<file path="src/rtl/sign_extend_immediate_pkg.sv">
// Shared datapath widths and the immediate sign-extension helper.
// Decode and ALU blocks import the same package.
package sign_extend_immediate_pkg;

    localparam int IMM_W  = 16;
    localparam int DATA_W = 32;

    typedef logic [IMM_W-1:0]  imm_t;
    typedef logic [DATA_W-1:0] data_t;

    // Replicate the immediate's top bit across the upper data bits.
    function automatic data_t sext(input imm_t imm);
        sext = {{(DATA_W-IMM_W){imm[IMM_W-1]}}, imm};
    endfunction

endpackage

</file>
<file path="src/rtl/sign_extend_immediate.sv">
// Registered sign extension of an IN_W-bit immediate to OUT_W bits.
// The output changes only on the rising clock edge, and it loads on every edge.
module sign_extend_immediate
    import sign_extend_immediate_pkg::*;
#(
    parameter int IN_W  = IMM_W,
    parameter int OUT_W = DATA_W
) (
    input  logic             clk,
    input  logic             reset,
    input  logic [IN_W-1:0]  instruction,
    output logic [OUT_W-1:0] sign_extended_imm
);

    if (OUT_W < IN_W) begin : g_width_check
        $error("sign_extend_immediate: OUT_W (%0d) must be >= IN_W (%0d)", OUT_W, IN_W);
    end

    logic [OUT_W-1:0] ext_next;
    logic [OUT_W-1:0] ext_reg;

    // At the package widths, use the shared helper so that every block extends identically.
    if (IN_W == IMM_W && OUT_W == DATA_W) begin : g_pkg_ext
        assign ext_next = sext(instruction);
    end else begin : g_generic_ext
        always_comb begin
            ext_next             = {OUT_W{instruction[IN_W-1]}};
            ext_next[IN_W-1:0]   = instruction;
        end
    end

    always_ff @(posedge clk) begin
        if (reset) begin
            ext_reg <= '0;
        end else begin
            ext_reg <= ext_next;
        end
    end

    assign sign_extended_imm = ext_reg;

endmodule

</file>
<file path="config.mk">
export PLATFORM = sky130hd
export DESIGN_NAME = sign_extend_immediate
export DESIGN_NICKNAME = d
export VERILOG_FILES = /design/src/rtl/sign_extend_immediate_pkg.sv /design/src/rtl/sign_extend_immediate.sv
export SDC_FILE = /design/constraint.sdc
export NUM_CORES = 1
export LEC_CHECK = 0
export ABC_CLOCK_PERIOD_IN_PS = 1100
export CORE_ASPECT_RATIO = 1.25
export CORE_UTILIZATION = 30
export CTS_CLUSTER_DIAMETER = 30
export CTS_CLUSTER_SIZE = 8
export DETAILED_ROUTE_END_ITERATION = 10
export PLACE_DENSITY_LB_ADDON = 0.25
export SYNTH_ARGS = -nofsm -noshare
export SYNTH_HDL_FRONTEND = slang
export SYNTH_SLANG_ARGS = --single-unit
export TNS_END_PERCENT = 1
</file>
<file path="constraint.sdc">
create_clock -name clk -period 1.1 [get_ports clk]
set_input_delay 0.22 -clock clk [delete_from_list [all_inputs] [get_ports clk]]
set_output_delay 0.22 -clock clk [all_outputs]
set_load 0.05 [all_outputs]
</file>
# [Word level (Yosys, flattened, before mapping)]
# Cells that the tools add are included.
[totals] rom_bits=0 input_bits=18 mem_count=0 word_cells=1 mem_bits_rw=0 ff_bits=16 output_inout_bits=32 latch_bits=0
[op_classes] div=0 mul=0 muxes=0 bitwise_logic=0 order_cmp=0 add_sub_neg=0 n_eq_ne=0 shift=0 reduce_logical=0

# [Depth between registers and ports, before layout]
[depth] ltp_word=0 ltp_mapped=2 depth_no_buf=1

# [Worst setup path after synthesis]
# Ideal clock, no wire load.
[synth_path] path_kind="flip-flop to output port" startpoint="register sign_extended_imm[15] (netlist name)" endpoint="output port sign_extended_imm[16]" path_buffers=1 required_ns=0.880 setup_slack_ns=-0.296 arrival_ns=1.176 stages_incl_launch_ff=2 path_cell_list="dfxtp_1 buf_4"
[synth_lines] element="end: declaration" line="sign_extend_immediate.sv:12" source="output logic [OUT_W-1:0] sign_extended_imm"
# No word-level cell between the ends.

# [Worst setup path in the final report]
[layout_path] startpoint="register sign_extended_imm[15] (netlist name)" endpoint="output port sign_extended_imm[17]"
# No word-level cell between the ends.

==> flow_summary_export.csv <==
group,metric,value,unit
run_status,outcome,"finished, violations left",
run_status,violations,"setup timing",
job,cap_violations,0,
worst_setup_path,worstSetupStartpointType,"flop",
final_layout,regArea,324,um^2
final_layout,layout_common_cells,"34 x buf_12, 17 x clkdlybuf4s50_1, 15 x dfxtp_1, 7 x nor2b_2, 6 x and2b_2",
sta,rsz0062_at_grt,"true",
global_route,grt_max_degree,11,
global_route,gr-usage-met1,13.0,%
placed_design,dp.cells,103,
synthesis,syn_avg_cell_area,11.9,um^2
floorplan,dieArea,2130,um^2
clock_network,cts_buffers,3,
detailed_routing,via_per_inst,4.06,
final_layout,nFillCells,123,
synthesis,synth_compound_area_share,0,%
detailed_routing,drtIter0Drc,0,
sta,relSlewSlack,87.1,%
synthesis,synth_fa_ha_area_share,0,%
worst_setup_path,path_class,"flop to output port",
detailed_routing,first_pass_iters,1,
final_layout,multiInputGateArea,133,um^2
worst_setup_path,path_delay_family,"flip-flops",
global_route,top_usage_layer,"met2",
clock_network,clockBufferDepth,2,
worst_setup_path,cp_slowest_cell,"dfxtp_4",
worst_setup_path,cpMostUsedCell,"buf_12",
floorplan,rows,17,
sta,finalWorstSetupSlack,-0.0966,ns
sta,worst_slew_pin_slew,0.193,ns
hold_path,holdCritPathClass,"input port to flop",
synthesis,synth_fp_nets,67,
clock_network,htree_levels,1,
synthesis,synth-simple-area-share,22.7,%
sta,layout_min_cycle_time,1.20,ns
clock_network,cts.hold.buffers_added,0,
clock_network,clock-sinks,16,
detailed_routing,vias,434,
sta,finalHoldViolCount,0,
worst_setup_path,worst_setup_path_end_kind,"output port",
worst_setup_path,worst-path-max-fanout,9,
floorplan,core,1790,um^2
final_layout,finalNonFillerCells,107,
pwr,p_leak,0.583,nW
floorplan,die_w,41.5,um
global_route,grt.overflow.total,0,
synthesis,synth_top_area_share,54.8,%
sta,fin_crit_sh,109,%
detailed_routing,drcViolationCount,0,
final_layout,layout_commonest_cell,"buf_12",
final_layout,n_antenna_cell,0,
global_route,grt_usage,13.2,%
sta,drv_slew,0,
detailed_routing,detail-route-antenna-nets,0,
pwr,power_density,1180,nW/um^2
sta,setup_viol,17,
worst_setup_path,cp.arrival,0.98,ns
placed_design,port_buffers,49,
worst_setup_path,crit_buf_inv,2,
final_layout,syn2layout_area_growth,135,%
detailed_routing,wl_per_cell,11.0,um
synthesis,synth_mux_area_share,0,%
floorplan,io_pins,50,
placed_design,dpl.hpwl,1010,um
synthesis,yosys.cell_types.count,6,
pwr,total_power,1.63,mW
synthesis,synth_top_family_by_area,"simple AND/OR/NAND/NOR gates",
synthesis,synth-xor-area-share,0,%
synthesis,yosysTopAreaCell,"dfxtp_1",
final_layout,finalNetCount,107,
global_route,grt.met2_usage,22.1,%
sta,fin_tns_setup,-1.51,ns
clock_network,cts_tree,"yes",
clock_network,clockRootBuffer,"clkbuf_4",
final_layout,largest_reg_flops,16,
worst_setup_path,cp_slowest_stage_delay,0.38,ns
placed_design,dpl_worst_slack,-0.133,ns
global_route,met3_usage,5.30,%
synthesis,synth_warnings,0,
final_layout,drive_above_1_share,60.2,%
placed_design,gp_congestion,0.667,
synthesis,synth_cells,49,
global_route,antenna_found_initial,0,
synthesis,synth-seq-cells,16,
synthesis,ys_seq_area_share,54.8,%
worst_setup_path,required,0.88,ns
global_route,grt_pass1_wl,2040,um
detailed_routing,drt-total-wl,1180,um
pwr,vdd_drop_max,906,uV
worst_setup_path,cp_cell_sequence,"buf_12 -> buf_12",
sta,fmax,836,MHz
synthesis,synth_area,584,um^2
floorplan,start_util,32.7,%
global_route,grt_pass1_vias,435,
synthesis,synth.top_cells.by_area,"dfxtp_1 55%, buf_4 21%, nor2b_2 10%, and2b_2 9.0%, nor2b_1 3.2%",
floorplan,fp.dieH,51.3,um
clock_network,clk_pin_slew,0.09,ns
==> layout make-up <==
cell class,instances,share of cell area [%]
repair buffers,52,62.4
multi-input cells,16,9.65
well taps,19,1.73
flip-flops and latches,16,23.6
clock buffers,4,2.64
==> repair_timing <==
| item | 4_1_cts | 5_1_grt |
|---|---|---|
| gates resized for setup | 1 | 0 |
| setup buffers | 0 | 0 |
| setup endpoints to repair | 17 | 17 |
==> routing by layer <==
metal  up-vias  share of wire, %
li1        208                 -
met1       185                33
met2        37                53
met3         4                11
met4         0               2.5
met5         -                 0
==> synthesized netlist by cell type (all sizes together) <==
cell type / count
dfxtp: 16
nor2b: 10
buf: 17
and2b: 6
==> power breakdown <==
group          internal (mW)  switching [mW]
Clock                  0.202           0.180
Sequential             0.610          0.0266
Combinational          0.319           0.289
==> path summary, 6_finish.rpt <==
| kind | startpoint | depth (start not counted) | slack, ns | end |
|---|---|---|---|---|
| max | sign_extended_imm[15] | 2 | -0.1 | sign_extended_imm[17] |
| min | instruction[12] | 2 | 0.49 | sign_extended_imm[12] |
==> per-stage QoR <==
| stage | hold slack (ns) | area (um^2) | utilization (%) |
|---|---|---|---|
| 6_report | 0.487 | 1380 | 77.0 |
| 5_1_grt | 0.482 | 1380 | 77.0 |
| 4_1_cts | 0.481 | 1380 | 77.0 |
| 3_5_place_dp | 0.667 | 1340 | 74.8 |
| 3_3_place_gp | 0.668 | 1340 | 74.8 |
| 2_1_floorplan | 0.348 | 586 | - |
==> cells by family after synthesis <==
kind of cell / count (synthesis)
buf+inv: 17
simple gates: 16
flops: 16
No activity file was read; power rests on OpenSTA's default activity.
